### src/rtl/lcd_spi_byte_tx_pkg.sv
// Shared types and constants for the LCD SPI byte serializer.
// Holds the FSM encoding plus the ST7789-class command bytes the sequencer emits.
package lcd_spi_byte_tx_pkg;

  typedef enum logic [2:0] {
    ST_IDLE  = 3'd0,
    ST_LOAD  = 3'd1,
    ST_SHIFT = 3'd2,
    ST_HOLD  = 3'd3,
    ST_GAP   = 3'd4
  } lcd_state_e;

  localparam logic [7:0] CMD_SWRESET = 8'h01;
  localparam logic [7:0] CMD_SLPOUT  = 8'h11;
  localparam logic [7:0] CMD_CASET   = 8'h2A;
  localparam logic [7:0] CMD_RASET   = 8'h2B;
  localparam logic [7:0] CMD_RAMWR   = 8'h2C;

  // Counter width able to hold 0..n-1, never narrower than one bit.
  function automatic int cnt_w(input int n);
    return (n > 1) ? $clog2(n) : 1;
  endfunction

endpackage

### src/rtl/lcd_spi_byte_tx_sck_tick.sv
// SCK phase timer: pulses tick on the last sys clock of every CLK_DIV-cycle half period.
// Restarts from zero whenever a byte is loaded so each byte begins on a full low phase.
module lcd_sck_tick
  import lcd_spi_byte_tx_pkg::*;
#(
  parameter int CLK_DIV = 2
) (
  input  logic clk,
  input  logic reset,
  input  logic en,
  input  logic clr,
  output logic tick
);

  localparam int CW = cnt_w(CLK_DIV);

  logic [CW-1:0] cnt_q;

  assign tick = en && (cnt_q == CW'(CLK_DIV - 1));

  always_ff @(posedge clk) begin
    if (reset || clr || !en || tick) cnt_q <= '0;
    else                             cnt_q <= cnt_q + CW'(1);
  end

endmodule

### src/rtl/lcd_spi_byte_tx.sv
// Mode-0 MSB-first SPI byte serializer for the LCD: owns SCK timing, CS framing and D/C alignment.
// A one-entry pending buffer lets the next byte load on the same cycle SCK falls after bit 0.
module lcd_spi_byte_tx
  import lcd_spi_byte_tx_pkg::*;
#(
  parameter int CLK_DIV = 2,
  parameter int CS_GAP  = 4
) (
  input  logic       clk,
  input  logic       reset,
  input  logic       tx_valid,
  input  logic [7:0] tx_data,
  input  logic       tx_dc,
  input  logic       tx_last,
  output logic       tx_ready,
  output logic       busy,
  output logic       lcd_clk,
  output logic       lcd_cs,
  output logic       lcd_rs,
  output logic       lcd_data
);

  localparam int GW = cnt_w(CS_GAP + 1);

  lcd_state_e    state_q;
  logic          pend_valid_q;
  logic [7:0]    pend_data_q;
  logic          pend_dc_q;
  logic          pend_last_q;
  logic [7:0]    shift_q;
  logic          last_q;
  logic [2:0]    bit_cnt_q;
  logic [GW-1:0] gap_cnt_q;
  logic          cs_q, sck_q, rs_q, mosi_q, ready_q, busy_q;

  logic accept, shifting, tick, byte_end, gap_end, load_go;

  assign accept   = tx_valid && !pend_valid_q;
  assign shifting = (state_q == ST_LOAD) || (state_q == ST_SHIFT);
  // End of the 8th high phase: SCK is about to fall after bit 0.
  assign byte_end = shifting && tick && sck_q && (bit_cnt_q == 3'd7);
  assign gap_end  = (state_q == ST_GAP) && (gap_cnt_q == GW'(CS_GAP));

  assign load_go = pend_valid_q && ((state_q == ST_IDLE) || (state_q == ST_HOLD) ||
                                    gap_end || (byte_end && !last_q));

  lcd_sck_tick #(.CLK_DIV(CLK_DIV)) u_tick (
    .clk   (clk),
    .reset (reset),
    .en    (shifting),
    .clr   (load_go),
    .tick  (tick)
  );

  always_ff @(posedge clk) begin
    if (reset) begin
      state_q      <= ST_IDLE;
      pend_valid_q <= 1'b0;
      pend_data_q  <= '0;
      pend_dc_q    <= 1'b0;
      pend_last_q  <= 1'b0;
      shift_q      <= '0;
      last_q       <= 1'b0;
      bit_cnt_q    <= '0;
      gap_cnt_q    <= '0;
      cs_q         <= 1'b1;
      sck_q        <= 1'b0;
      rs_q         <= 1'b0;
      mosi_q       <= 1'b0;
      ready_q      <= 1'b1;
      busy_q       <= 1'b0;
    end else begin
      // Drain wins over accept; accept is impossible while pend is full anyway.
      if (load_go) begin
        pend_valid_q <= 1'b0;
        ready_q      <= 1'b1;
      end else if (accept) begin
        pend_valid_q <= 1'b1;
        ready_q      <= 1'b0;
        pend_data_q  <= tx_data;
        pend_dc_q    <= tx_dc;
        pend_last_q  <= tx_last;
      end

      if (load_go) begin
        state_q   <= ST_LOAD;
        shift_q   <= pend_data_q;
        last_q    <= pend_last_q;
        rs_q      <= pend_dc_q;
        mosi_q    <= pend_data_q[7];
        cs_q      <= 1'b0;
        sck_q     <= 1'b0;
        bit_cnt_q <= '0;
        busy_q    <= 1'b1;
      end else begin
        busy_q <= 1'b1;
        case (state_q)
          ST_IDLE: busy_q <= accept;
          ST_LOAD, ST_SHIFT: begin
            state_q <= ST_SHIFT;
            if (tick) begin
              if (!sck_q) begin
                sck_q <= 1'b1;
              end else begin
                sck_q <= 1'b0;
                if (bit_cnt_q == 3'd7) begin
                  state_q   <= last_q ? ST_GAP : ST_HOLD;
                  gap_cnt_q <= '0;
                end else begin
                  shift_q   <= {shift_q[6:0], 1'b0};
                  mosi_q    <= shift_q[6];
                  bit_cnt_q <= bit_cnt_q + 3'd1;
                end
              end
            end
          end
          ST_HOLD: state_q <= ST_HOLD;
          ST_GAP: begin
            // First GAP cycle still shows CS low; CS then stays high CS_GAP cycles.
            cs_q <= 1'b1;
            if (gap_cnt_q == GW'(CS_GAP)) begin
              state_q <= ST_IDLE;
              busy_q  <= accept;
            end else begin
              gap_cnt_q <= gap_cnt_q + GW'(1);
            end
          end
          default: state_q <= ST_IDLE;
        endcase
      end
    end
  end

  assign tx_ready = ready_q;
  assign busy     = busy_q;
  assign lcd_clk  = sck_q;
  assign lcd_cs   = cs_q;
  assign lcd_rs   = rs_q;
  assign lcd_data = mosi_q;

endmodule

### config.mk
export PLATFORM = sky130hd
export DESIGN_NAME = lcd_spi_byte_tx
export DESIGN_NICKNAME = d
export VERILOG_FILES = /design/src/rtl/lcd_spi_byte_tx_pkg.sv /design/src/rtl/lcd_spi_byte_tx_sck_tick.sv /design/src/rtl/lcd_spi_byte_tx.sv
export SDC_FILE = /design/constraint.sdc
export NUM_CORES = 1
export LEC_CHECK = 0
export ABC_AREA = 1
export BUFFER_PORTS_ARGS = -buffer_cell sky130_fd_sc_hd__clkbuf_2
export CAP_MARGIN = 20
export CORE_MARGIN = 8
export CORE_UTILIZATION = 45
export DETAILED_ROUTE_END_ITERATION = 6
export PLACE_DENSITY = 0.64
export SYNTH_ARGS = -nofsm -noshare
export SYNTH_HDL_FRONTEND = slang
export SYNTH_SLANG_ARGS = --single-unit
### constraint.sdc
create_clock -name clk -period 1.5 [get_ports clk]
set_input_delay 0.15 -clock clk [delete_from_list [all_inputs] [get_ports clk]]
set_output_delay 0.15 -clock clk [all_outputs]
set_load 0.03 [all_outputs]
# Word level (Yosys, flattened, before mapping)

Index checks and enable logic that the tools add are counted.

Muxes and demuxes: 28
Reduce and logical (&&, ||, !) cells: 33
Equality and inequality tests: 14
$add $sub $neg: 3
Bitwise logic cells: 3

Operators with widths:

| kind                                                                    | number |
|---|---|
| 7-bit 2-to-1 mux                                                        | 5 |
| 3-bit 2-to-1 mux                                                        | 9 |
| 3-bit one-hot mux with 4 select lines                                   | 1 |
| 1-bit 2-to-1 mux                                                        | 11 |
| 2-bit nonzero test                                                      | 5 |
| 3-bit equality test, second input constant                              | 3 |
| 1-bit logical AND                                                       | 8 |
| 2-bit inequality test, second input constant                            | 4 |
| 2-bit AND reduction                                                     | 4 |
| 4-bit AND reduction                                                     | 2 |
| 1-bit logical OR                                                        | 7 |
| 3-bit by 1-bit adder with 3-bit output, second input constant           | 2 |
| 3-bit by 2-bit equality test with 1-bit output, second input constant   | 2 |
| 2-bit by 1-bit inequality test with 1-bit output, second input constant | 3 |
| 3-bit one-hot mux with 2 select lines                                   | 1 |
| 6-bit AND reduction                                                     | 1 |
| 2-bit OR reduction                                                      | 2 |
| 3-bit by 1-bit equality test with 1-bit output, second input constant   | 1 |
| 1-bit logical NOT                                                       | 3 |
| 3-bit logical NOT                                                       | 1 |
| 3-bit by 1-bit inequality test with 1-bit output, second input constant | 1 |
| 1-bit NOT                                                               | 3 |
| 1-bit one-hot mux with 2 select lines                                   | 1 |
| 1-bit adder, second input constant                                      | 1 |

Output and inout port bits: 6
Logic and storage cells: 98
Bits in registers: 35

# Longest topological paths before layout

Depth after elaboration: 12
Depth in mapped cells: 11

# Cells and area by module

From an unflattened synthesis, not the netlist that was laid out.

Cells, all modules: 219
Area, all modules: 1630.3 µm²

Modules (own cells, without submodules):

| module          | area each (µm²) | times used | cells each | sequential area each (µm²) |
|---|---|---|---|---|
| lcd_spi_byte_tx | 1580.3          | 1          | 210        | 680.7 |
| lcd_sck_tick    | 50.0            | 1          | 9          | 20.0 |

# Worst setup path before layout

Ideal clock, no wire load.

Path kind: reg-to-reg
From: reg bit_cnt_q[0]
To: reg shift_q[4]
Setup time: 0.114 ns
Arrival time: 1.371 ns
Stages on the path, launching flop included: 12
Setup slack: 0.015 ns
Data required time: 1.386 ns
Clock period less this slack: 1.485 ns
Path through: dfxtp_1 > ha_1 > ha_1 > nand2_1 > nor2_1 > nand3_2 > nand2_2 > nand2_4 > buf_6 > nand2_1 > nor2_1 > nor2_2

Word-level cells in the longest chain between the ends: 7

Ends and longest elaborated chain:

| item                                                                                             | RTL line                                      | RTL |
|---|---|---|
| start: declaration                                                                               | lcd_spi_byte_tx.sv:32                         | `logic [2:0] bit_cnt_q;` |
| start signal: assignment                                                                         | lcd_spi_byte_tx.sv:112                        | `bit_cnt_q <= bit_cnt_q + 3'd1;` |
| 3-bit equality test *                                                                            | lcd_spi_byte_tx.sv:41, lcd_spi_byte_tx.sv:106 |  |
| 1-bit logical AND                                                                                | lcd_spi_byte_tx.sv:41                         | `assign byte_end = shifting && tick && sck_q && (bit_cnt_q == 3'd7);` |
| 1-bit logical AND                                                                                | lcd_spi_byte_tx.sv:45                         | `gap_end \|\| (byte_end && !last_q));` |
| 1-bit logical OR                                                                                 | lcd_spi_byte_tx.sv:45                         |  |
| 1-bit logical AND                                                                                | lcd_spi_byte_tx.sv:44                         | `assign load_go = pend_valid_q && ((state_q == ST_IDLE) \|\| (state_q == ST_HOLD) \|\|` |
| 2-bit by 1-bit inequality test with 1-bit output (no line) or 2-bit nonzero test (tied branches) | n/a                                           |  |
| 4-bit AND reduction (no line)                                                                    | n/a                                           |  |
| end signal: assignment                                                                           | lcd_spi_byte_tx.sv:87                         | `shift_q <= pend_data_q;` |
| end signal: assignment                                                                           | lcd_spi_byte_tx.sv:110                        | `shift_q <= {shift_q[6:0], 1'b0};` |
| end: declaration                                                                                 | lcd_spi_byte_tx.sv:30                         | `logic [7:0] shift_q;` |

Mark *: on every way between the ends. The rest lies on a longest branch, timed or not.
A chain may end at the register's enable or synchronous reset.

# Worst setup path after layout

From: reg bit_cnt_q[1]
To: reg bit_cnt_q[0]

Word-level cells in the longest chain between the ends: 6

Ends and longest elaborated chain:

| item                         | RTL line |
|---|---|
| 3-bit equality test *        | lcd_spi_byte_tx.sv:41, lcd_spi_byte_tx.sv:106 |
| 1-bit logical AND            | lcd_spi_byte_tx.sv:41 |
| 1-bit logical AND            | lcd_spi_byte_tx.sv:45 |
| 1-bit logical OR             | lcd_spi_byte_tx.sv:45 |
| 1-bit logical AND            | lcd_spi_byte_tx.sv:44 |
| 2-bit OR reduction (no line) | n/a |

Marked as above.

==> impl_metrics.py <==
metrics = {
    "synthesis": {
        "synth_nets": 234,
        "synth_cell_type_count": 25,
        "syn_inst": 217,
        "yosysWarningCount": 0,
        "seq_area_frac_synth": 0.4378,
        "yosys-top-cells-area": "dfxtp_1 (44%), nor2_1 (11%), nand2_1 (9.1%)",
        "synth_area_per_cell_um2": 7.375,
        "syn-cell-area_um2": 1600,
        "synth-seq-cells": 35,
        "synth.largest_area_cell": "dfxtp_1",
        "yosys.area.top_type_share": 0.4378,
    },
    "grt": {
        "grt_pass1_vias": 1410,
        "overflow": 0,
        "track_usage": 0.1355,
        "grt_max_degree": 19,
        "antenna_found_initial": 0,
        "grt_pass1_wl_um": 5934,
    },
    "cts": {
        "holdBufCountCts": 0,
        "cts_sinks": 35,
        "numCtsBuffers": 5,
        "cts_htree_levels": 2,
        "max-clock-path-buffers": 2,
        "clockRootBuffer": "clkbuf_4",
        "path_clk_slew_ns": 0.12,
        "clk_latency_ns": 0.35,
        "tritoncts": "built",
    },
    "run": {
        "maxCapViolations": 0,
    },
    "worst_setup_path": {
        "max_stage_delay_ns": 0.37,
        "slowest_stage": "dfxtp_2",
        "worst_path_most_repeated_cell": "nand2_4",
        "end_kind": "register",
        "crit_required_ns": 1.74,
        "start_kind": "register",
        "worstPathArrival_ns": 1.80,
        "crit_type": "register to register",
        "crit_chain": "ha_4 > ha_4 > nand2_4 > nor2_4 > nand3_4 > nand2_4 > nand2_8 > buf_6 > nand2_4 > buf_6 > a21oi_1",
        "path_max_fanout": 6,
    },
    "placed_design": {
        "gp_congestion": 0.8317,
        "place.port_buffers": 18,
        "dpl.hpwl_um": 2313,
        "pre_cts_ws_ns": -0.05955,
    },
    "power_and_ir_drop": {
        "power_density_nw_per_um2": 922.9,
        "irDropWorstVdd_mv": 0.5964,
        "power.leakage_nw": 0.9157,
        "finalPower_mw": 1.974,
    },
    "die": {
        "coreArea_um2": 3390,
        "start_util": 0.4721,
        "rows": 21,
        "die-area_um2": 5721,
        "ioPinCount": 19,
        "die_x_um": 75.64,
        "fp.dieH_um": 75.64,
    },
    "hold_path": {
        "worstHoldPathType": "primary input to register",
    },
    "route": {
        "first_pass_iters": 4,
        "antenna_left": 0,
        "drc": 0,
        "routed_wl_um": 3390,
        "vias_per_cell": 4.811,
        "drt-initial-drc-count": 42,
        "avgRoutedWirePerCell_um": 11.26,
        "routed-via-count": 1448,
    },
    "timing": {
        "max_clock_freq_ghz": 0.6439,
        "drv_slew": 0,
        "holdWs_ns": 0.01572,
        "finalHoldViolCount": 0,
        "rsz0062_at_grt": "true",
        "timing.final.crit_share": 1.035,
        "setup_viol": 11,
        "setup_ws_ns": -0.05313,
        "worst_slew_pin_slew_ns": 0.3767,
        "period_minus_slack_ns": 1.553,
        "relSlewSlack": 0.7486,
        "tns_ns": -0.3724,
        "finClkSkew_ns": 0.005972,
    },
    "final_layout": {
        "layout-drive-gt1-share": 0.3882,
        "final_common_cell": "nor2_1",
        "synthToLayoutAreaGrowth_pct": 33.62,
        "layout_common_cells": "nor2_1 (43), nand2_1 (31), dfxtp_1 (29)",
        "antenna_cells": 0,
        "nets": 271,
    },
    "run_status": {
        "violations": "negative setup slack",
        "status": "finished with violations",
    },
}
[per-layer routing]
layer,share of wire,GRT usage,vias to the layer above
met3,0.057,0.05526,5
met1,0.47,0.1575,655
met5,0,0,-
met2,0.46,0.2205,29
li1,-,-,759
met4,0.014,0.04478,0
[worst max-delay path: cells and delay by family (launching register included)]
family	cells	cell delay, ns
AND/OR/NAND/NOR	6	0.53
flip-flops	1	0.37
adder cells (fa/ha/maj)	2	0.27
buffers and inverters	2	0.24
AO/OA/AOI/OAI	1	0.03
[timing repair]
item / CTS / global route
setup endpoints to repair: 13 / 35
buffers inserted: 3 / 1
pin swaps: 7 / 9
resized for setup: 34 / 23
cloned: 2 / 0
[layout make-up]
| type | count | area, µm² |
|---|---|---|
| well taps | 46 | 57.56 |
| clock inverters | 3 | 20.02 |
| repair buffers | 37 | 304.0 |
| flip-flops and latches | 35 | 708.2 |
| inverters | 22 | 85.08 |
| multi-input cells | 153 | 925.9 |
| fillers | 300 | 1251 |
| clock buffers | 5 | 37.54 |
[report_power, final]
part	total [mW]	leakage (nW)	internal [mW]	switching, mW
clock	0.521	0.0272	0.179	0.342
combinational	0.412	0.598	0.181	0.231
sequential	1.04	0.290	0.997	0.0438
total	1.97	0.916	1.36	0.617
[flip-flops by register name (all words and copies together) (netlist names), 3 cells and up]
name / count
pend_data_q: 8
shift_q: 7
bit_cnt_q: 3
gap_cnt_q: 3
state_q: 3
[synthesized netlist by cell type (all sizes together)]
cell and count:
nor2 57, nand3 11, a31oi 2, nand2 45, nand4 1, buf 3, or2 1, dfxtp 35
a21oi 10, or3 1, ha 4, nand3b 1, inv 22, clkbuf 4, o21ai 19, xnor2 1
[worst paths after layout]
kind,start,to,slack [ns],depth (start not counted)
worst max-delay path,bit_cnt_q[1]$_SDFFE_PP0P_,bit_cnt_q[0]$_SDFFE_PP0P_,-0.05,11
worst min-delay path,tx_dc,pend_dc_q$_SDFFE_PP0P_,0.02,3
worst max register to register,bit_cnt_q[1]$_SDFFE_PP0P_,bit_cnt_q[0]$_SDFFE_PP0P_,-0.05,11
worst min register to register,tx_ready$_SDFFE_PP1P_,tx_ready$_SDFFE_PP1P_,0.49,2
[logic make-up after synthesis]
kind of cell | after synthesis | synth area share
xor gates and xnor gates | 1 | 0.005474
DFF | 35 | 0.4378
AOI/OAI and AO/OA | 31 | 0.1009
and+or+nand+nor | 117 | 0.3417
adders and majority gates | 4 | 0.03128
buffers and inverters | 29 | 0.08287
[metrics by stage]
step | cell area (µm²) | instances | util
after floorplan | 1600 | 217 | -
after global placement | 1808 | 287 | 0.5334
final | 2138 | 301 | 0.6309
after CTS | 2051 | 300 | 0.6050
after global routing | 2138 | 301 | 0.6309
after detailed placement | 1808 | 287 | 0.5334
(Power assumes the default switching activity.)
